<file path="config.mk">
export PLATFORM = sky130hd
export DESIGN_NAME = butterfly_pipe
export DESIGN_NICKNAME = d
export VERILOG_FILES = /design/src/rtl/butterfly_pipe.sv
export SDC_FILE = /design/constraint.sdc
export NUM_CORES = 2
export LEC_CHECK = 0
export ABC_AREA = 1
export CAP_MARGIN = 20
export CORE_UTILIZATION = 70
export CTS_BUF_LIST = sky130_fd_sc_hd__clkbuf_16
export CTS_CLUSTER_DIAMETER = 30
export DETAILED_ROUTE_END_ITERATION = 6
export PLACE_DENSITY = 0.89
export SLEW_MARGIN = 30
export SYNTH_ARGS = -nofsm -noshare
export SYNTH_HDL_FRONTEND = slang
export SYNTH_SLANG_ARGS = --single-unit
</file>
<file path="constraint.sdc">
create_clock -name clk -period 9.4 [get_ports clk]
set_input_delay 0.94 -clock clk [delete_from_list [all_inputs] [get_ports clk]]
set_output_delay 0.94 -clock clk [all_outputs]
set_load 0.03 [all_outputs]
</file>
<file path="src/rtl/butterfly_pipe.sv">
// Radix-2 FFT butterfly: ya = xa + w*xb, yb = xa - w*xb.
// Four-stage pipeline with one sample per cycle and optional twiddle conjugation.
// Outputs use rounding, optional divide-by-2 and saturation.
// A sticky ovf flag records any clipped output component.
module butterfly_pipe #(
    parameter int DW     = 16,
    parameter int TW     = 16,
    parameter int MWIDTH = 1
) (
    input  logic                clk,
    input  logic                rst,
    input  logic                in_valid,
    input  logic                inverse,
    input  logic                scale,
    input  logic [MWIDTH-1:0]   m_in,
    input  logic [2*TW-1:0]     w,
    input  logic [2*DW-1:0]     xa,
    input  logic [2*DW-1:0]     xb,
    input  logic                ovf_clr,
    output logic                out_valid,
    output logic [MWIDTH-1:0]   m_out,
    output logic [2*DW-1:0]     ya,
    output logic [2*DW-1:0]     yb,
    output logic                ovf
);

    localparam int PW = DW + TW;       // single product
    localparam int SW = DW + TW + 1;   // sum of two products
    localparam int RW = DW + 2;        // rounded, rescaled product
    localparam int AW = DW + 3;        // butterfly sum

    localparam logic signed [TW-1:0] W_MIN = {1'b1, {(TW-1){1'b0}}};
    localparam logic signed [TW-1:0] W_MAX = {1'b0, {(TW-1){1'b1}}};
    localparam logic signed [SW-1:0] RND   = SW'(2 ** (TW - 3));
    localparam logic signed [AW-1:0] SMAX  = AW'((2 ** (DW - 1)) - 1);
    localparam logic signed [AW-1:0] SMIN  = ~SMAX;
    localparam logic signed [DW-1:0] YMAX  = {1'b0, {(DW-1){1'b1}}};
    localparam logic signed [DW-1:0] YMIN  = {1'b1, {(DW-1){1'b0}}};

    // Stage 1 registers
    logic                      v1_q, sc1_q;
    logic [MWIDTH-1:0]         m1_q;
    logic signed [DW-1:0]      xa_re1_q, xa_im1_q, xb_re1_q, xb_im1_q;
    logic signed [TW-1:0]      w_re1_q, w_im1_q;
    logic signed [TW-1:0]      w_im_d;
    // Stage 2 registers
    logic                      v2_q, sc2_q;
    logic [MWIDTH-1:0]         m2_q;
    logic signed [DW-1:0]      xa_re2_q, xa_im2_q;
    logic signed [PW-1:0]      prr_q, pii_q, pri_q, pir_q;
    // Stage 3 registers
    logic                      v3_q, sc3_q;
    logic [MWIDTH-1:0]         m3_q;
    logic signed [DW-1:0]      xa_re3_q, xa_im3_q;
    logic signed [RW-1:0]      p_re3_q, p_im3_q;
    logic signed [SW-1:0]      pre_d, pim_d;
    logic signed [RW-1:0]      p_re3_d, p_im3_d;
    // Stage 4 registers
    logic                      out_valid_q, ovf_q;
    logic [MWIDTH-1:0]         m_out_q;
    logic [2*DW-1:0]           ya_q, yb_q;
    logic signed [AW-1:0]      s_ar_d, s_ai_d, s_br_d, s_bi_d;
    logic                      sat_d;

    function automatic logic signed [AW-1:0] halve(input logic signed [AW-1:0] s,
                                                   input logic en);
        if (en) halve = (s + AW'(1)) >>> 1;
        else    halve = s;
    endfunction

    function automatic logic is_sat(input logic signed [AW-1:0] s);
        is_sat = (s > SMAX) || (s < SMIN);
    endfunction

    function automatic logic signed [DW-1:0] clamp(input logic signed [AW-1:0] s);
        if (s > SMAX)      clamp = YMAX;
        else if (s < SMIN) clamp = YMIN;
        else               clamp = DW'(s);
    endfunction

    // Conjugate the twiddle imaginary part; the most negative value clips to max.
    always_comb begin
        w_im_d = w[TW-1:0];
        if (inverse) begin
            if (w[TW-1:0] == W_MIN) w_im_d = W_MAX;
            else                    w_im_d = -$signed(w[TW-1:0]);
        end
    end

    // S1: register operands, twiddle and per-sample controls.
    always_ff @(posedge clk) begin
        if (rst) begin
            v1_q <= 1'b0; sc1_q <= 1'b0; m1_q <= '0;
            xa_re1_q <= '0; xa_im1_q <= '0; xb_re1_q <= '0; xb_im1_q <= '0;
            w_re1_q <= '0; w_im1_q <= '0;
        end else begin
            v1_q     <= in_valid;
            sc1_q    <= scale;
            m1_q     <= m_in;
            xa_re1_q <= xa[2*DW-1:DW];
            xa_im1_q <= xa[DW-1:0];
            xb_re1_q <= xb[2*DW-1:DW];
            xb_im1_q <= xb[DW-1:0];
            w_re1_q  <= w[2*TW-1:TW];
            w_im1_q  <= w_im_d;
        end
    end

    // S2: the four partial products; xa follows in step.
    always_ff @(posedge clk) begin
        if (rst) begin
            v2_q <= 1'b0; sc2_q <= 1'b0; m2_q <= '0;
            xa_re2_q <= '0; xa_im2_q <= '0;
            prr_q <= '0; pii_q <= '0; pri_q <= '0; pir_q <= '0;
        end else begin
            v2_q     <= v1_q;
            sc2_q    <= sc1_q;
            m2_q     <= m1_q;
            xa_re2_q <= xa_re1_q;
            xa_im2_q <= xa_im1_q;
            prr_q    <= PW'(xb_re1_q) * PW'(w_re1_q);
            pii_q    <= PW'(xb_im1_q) * PW'(w_im1_q);
            pri_q    <= PW'(xb_re1_q) * PW'(w_im1_q);
            pir_q    <= PW'(xb_im1_q) * PW'(w_re1_q);
        end
    end

    // Complex product, rounded half up and rescaled from Q2.(TW-2).
    always_comb begin
        pre_d   = SW'(prr_q) - SW'(pii_q);
        pim_d   = SW'(pri_q) + SW'(pir_q);
        p_re3_d = RW'((pre_d + RND) >>> (TW - 2));
        p_im3_d = RW'((pim_d + RND) >>> (TW - 2));
    end

    // S3: register the rescaled product.
    always_ff @(posedge clk) begin
        if (rst) begin
            v3_q <= 1'b0; sc3_q <= 1'b0; m3_q <= '0;
            xa_re3_q <= '0; xa_im3_q <= '0; p_re3_q <= '0; p_im3_q <= '0;
        end else begin
            v3_q     <= v2_q;
            sc3_q    <= sc2_q;
            m3_q     <= m2_q;
            xa_re3_q <= xa_re2_q;
            xa_im3_q <= xa_im2_q;
            p_re3_q  <= p_re3_d;
            p_im3_q  <= p_im3_d;
        end
    end

    // Butterfly sums with optional halving; any clipping of a valid sample flags ovf.
    always_comb begin
        s_ar_d = halve(AW'(xa_re3_q) + AW'(p_re3_q), sc3_q);
        s_ai_d = halve(AW'(xa_im3_q) + AW'(p_im3_q), sc3_q);
        s_br_d = halve(AW'(xa_re3_q) - AW'(p_re3_q), sc3_q);
        s_bi_d = halve(AW'(xa_im3_q) - AW'(p_im3_q), sc3_q);
        sat_d  = v3_q & (is_sat(s_ar_d) | is_sat(s_ai_d) | is_sat(s_br_d) | is_sat(s_bi_d));
    end

    // S4: saturate into the outputs, which hold between valid samples; set beats clear.
    always_ff @(posedge clk) begin
        if (rst) begin
            out_valid_q <= 1'b0;
            ovf_q       <= 1'b0;
            m_out_q     <= '0;
            ya_q        <= '0;
            yb_q        <= '0;
        end else begin
            out_valid_q <= v3_q;
            if (v3_q) begin
                m_out_q <= m3_q;
                ya_q    <= {clamp(s_ar_d), clamp(s_ai_d)};
                yb_q    <= {clamp(s_br_d), clamp(s_bi_d)};
            end
            if (sat_d)        ovf_q <= 1'b1;
            else if (ovf_clr) ovf_q <= 1'b0;
        end
    end

    assign out_valid = out_valid_q;
    assign m_out     = m_out_q;
    assign ya        = ya_q;
    assign yb        = yb_q;
    assign ovf       = ovf_q;

endmodule

</file>
==> flow_metrics.tcl <==
set metrics [dict create \
    io_buffers 169 \
    max_freq_mhz 136 \
    p_leak_uw 0.0361 \
    cts_tree "built" \
    area.growth.synth_to_final_pct 8.95 \
    row_count 108 \
    endpoint_kind "register" \
    root_buffer "clkbuf_16" \
    arrival_ns 7.92 \
    vias 53365 \
    setup_viol 0 \
    wirelength_microns 171000 \
    synth_top_cell_by_area "fa_1" \
    violations "design-rule violations" \
    numCtsBuffers 93 \
    seq_area_frac_synth 0.129 \
    post_cts.repair.setup_buffers 0 \
    period_share 0.781 \
    ys_ff_latch 400 \
    detail-route-antenna-nets 0 \
    synth_top_family_by_area "adder cells" \
    grt_use_total 0.392 \
    fp.dieH_microns 299 \
    holdCritPathClass "register to register" \
    die_x_microns 299 \
    period_needed_ns 7.34 \
    ys.flop_type "dfxtp_1" \
    relSlewSlack 0.296 \
    grt_pass1_wl_microns 277000 \
    dp.final_hpwl_microns 131000 \
    yosys_warnings 0 \
    first_pass_iters 7 \
    yosys.area_share.adder 0.446 \
    crit_required_ns 9.97 \
    grt_pass1_vias 55892 \
    ys_types 59 \
    yosys-top-cells-area "fa_1 (34%), inv_1 (13%), dfxtp_1 (13%)" \
    synth_cells 8124 \
    cts.sinks 400 \
    die_area_sq_mm 0.0896 \
    worstSkewPairLatency_ns 0.69 \
    crit_path_start_kind "register" \
    ctsHtreeMaxLevel 3 \
    fin_nets 9839 \
    dp_cells 9221 \
    hold_violations 0 \
    netlist.area_leader.share 0.340 \
    r2r_setup_slack_ns 2.06 \
    worstMarginPinSlew_ns 1.06 \
    muxShareOfSynthArea 0.000162 \
    critPathKind "register to register" \
    cts_resized 0 \
    drt_iter0_markers 5045 \
    cp_max_fo 16 \
    fillers 5938 \
    drc_errors 18 \
    avgViaCountPerCell 5.68 \
    avgSynthCellArea_sq_um 7.62 \
    rsz0062_at_grt "no" \
    synthArstFlopShare 0 \
    synth-xor-area-share 0.0130 \
    fin_setup_tns_ns 0 \
    start_util 0.710 \
    vdd_drop_max_mv 0.197 \
    clkTransAtPathRegs_ns 0.05 \
    io_pins 170 \
    holdBufCountCts 0 \
    final_max_slew_viol_count 0 \
    place_area_sq_mm 0.0643 \
    max_cap_viol_count 0 \
    utilization 0.774 \
    synth_edf_count 0 \
    finalNonFillerCells 9393 \
    synth_area_sq_mm 0.0619 \
    gp_congestion 1.01 \
    grt_max_degree 105 \
    synth-compound-area-share 0.0885 \
    antenna_found_initial 2 \
    fin_area_sq_mm 0.0674 \
    overflow 0 \
    coreArea_sq_mm 0.0872 \
    holdWs_ns 0.393 \
    synth-simple-area-share 0.167 \
    cts.path.max_buffers 3 \
    status "complete, but fails checks" \
    post_drt_wl_per_cell_microns 18.2 \
    synth.net_count 9802 \
    cellPowerDensity_mw_per_mm2 212 \
    drive_above_1_share 0.0444 \
    fin_skew_ns 0.0326 \
]
cells in the final DEF, fill, tap and decap left out, types with 16 or more instances in the layout:
| cell type | synthesis | layout |
|---|---|---|
| a21oi_1 | 458 | 458 |
| a21oi_2 | 24 | 24 |
| a31oi_1 | 31 | 31 |
| buf_4 | 7 | 70 |
| clkbuf_16 | 0 | 95 |
| clkdlybuf4s50_1 | 0 | 168 |
| dfxtp_1 | 400 | 390 |
| fa_1 | 1052 | 1052 |
| ha_1 | 523 | 523 |
| inv_1 | 2215 | 2218 |
| inv_6 | 0 | 16 |
| nand2_1 | 1757 | 1757 |
| nand2_2 | 25 | 25 |
| nand3_1 | 185 | 185 |
| nand4_1 | 48 | 48 |
| nor2_1 | 428 | 428 |
| nor2_2 | 21 | 21 |
| nor3_1 | 42 | 42 |
| o211ai_1 | 30 | 30 |
| o21a_1 | 41 | 41 |
| o21ai_0 | 304 | 304 |
| o21bai_1 | 18 | 18 |
| xnor2_1 | 42 | 42 |
| xor2_1 | 41 | 41 |
worst max-delay path: stages (launching register included):
cell      delay, ns
dfxtp_1        0.97
buf_4          0.41
nand2_1        0.10
fa_1           0.49
inv_1          0.06
fa_1           0.53
inv_1          0.05
fa_1           0.50
inv_1          0.06
fa_1           0.52
inv_1          0.05
fa_1           0.48
inv_1          0.05
fa_1           0.35
ha_1           0.37
a21oi_1        0.19
inv_1          0.09
a221oi_1       0.36
nand2_1        0.20
a21boi_0       0.61
o21ai_0        0.32
a21oi_1        0.21
o21a_1         0.25
through the flow:
stage	power (uW)	setup WS, ns
2_1_floorplan	8400	3.53
5_1_grt	15400	1.86
3_5_place_dp	10700	2.41
3_3_place_gp	10300	2.65
6_report	14300	2.06
4_1_cts	14100	2.31
worst paths after layout:
kind	from	end	cells past startpoint
setup / recovery	xb_im1_q[11]	pir_q[26]	22
hold / removal	sc2_q	sc3_q	2
setup reg to reg	xb_im1_q[11]	pir_q[26]	22
hold reg to reg	sc2_q	sc3_q	2
report_power, final:
part / switching [uW] / total [uW] / internal (uW)
combinational: 5730 / 8700 / 2970
clock: 1200 / 3250 / 2050
sequential: 308 / 2320 / 2010
per-layer routing:
metal	global-route usage	wire length [microns]	up-vias
met1	0.468	60800	25439
met5	0.00370	44	-
met2	0.634	79000	3071
li1	-	-	24084
met3	0.0887	17900	769
met4	0.264	12800	2
cell families after synthesis:
kind of cell               count (synthesis)
and+or+nand+nor                         2558
buffers and inverters                   2525
adders and majority gates               1575
AOI/OAI and AO/OA                        978
DFF                                      400
xor gates and xnor gates                  87
muxes                                      1
flip-flops by register name, summed over array words and instances, names as in the netlist, 18 cells and up:
name and cells:
pir_q 32, p_re3_q 18, p_im3_q 18, yb 32, pri_q 32, pii_q 32
prr_q 32, ya 32
synth_stat cells, types with 4 or more instances:
cell         n
inv_2       12
o21ai_1     12
xnor2_1     42
nand2_2     25
buf_4        7
nand3_2     10
nor3_1      42
o22ai_1      7
a21o_1       9
ha_1       523
clkbuf_1   248
buf_6       17
nand3_1    185
o211ai_1    30
a221oi_1     5
nor4_1       9
nand4_1     48
a211oi_1     4
nor2_1     428
o31ai_1      9
o21a_1      41
xor2_1      41
o21bai_1    18
a21oi_4      4
fa_1      1052
dfxtp_1    400
nor2_2      21
a21boi_0     5
o21ai_0    304
nand3b_1     4
a21oi_2     24
inv_1     2215
a21oi_1    458
a31oi_1     31
buf_2       16
buf_1        7
and2_1       8
nand2_1   1757
or2_2       13
o221ai_1     6
layout make-up:
cell class / count / area (sq um) / share of cell area
well taps: 1155 / 1450 / 0.0214
repair buffers: 239 / 2220 / 0.0329
diodes: 2 / 5.00 / 0.0000742
clock buffers: 95 / 2380 / 0.0353
clock inverters: 75 / 771 / 0.0114
multi-input cells: 5199 / 44200 / 0.656
inverters: 2228 / 8370 / 0.124
flip-flops and latches: 400 / 8020 / 0.119
Note: power is estimated with default switching activity, not from simulation.
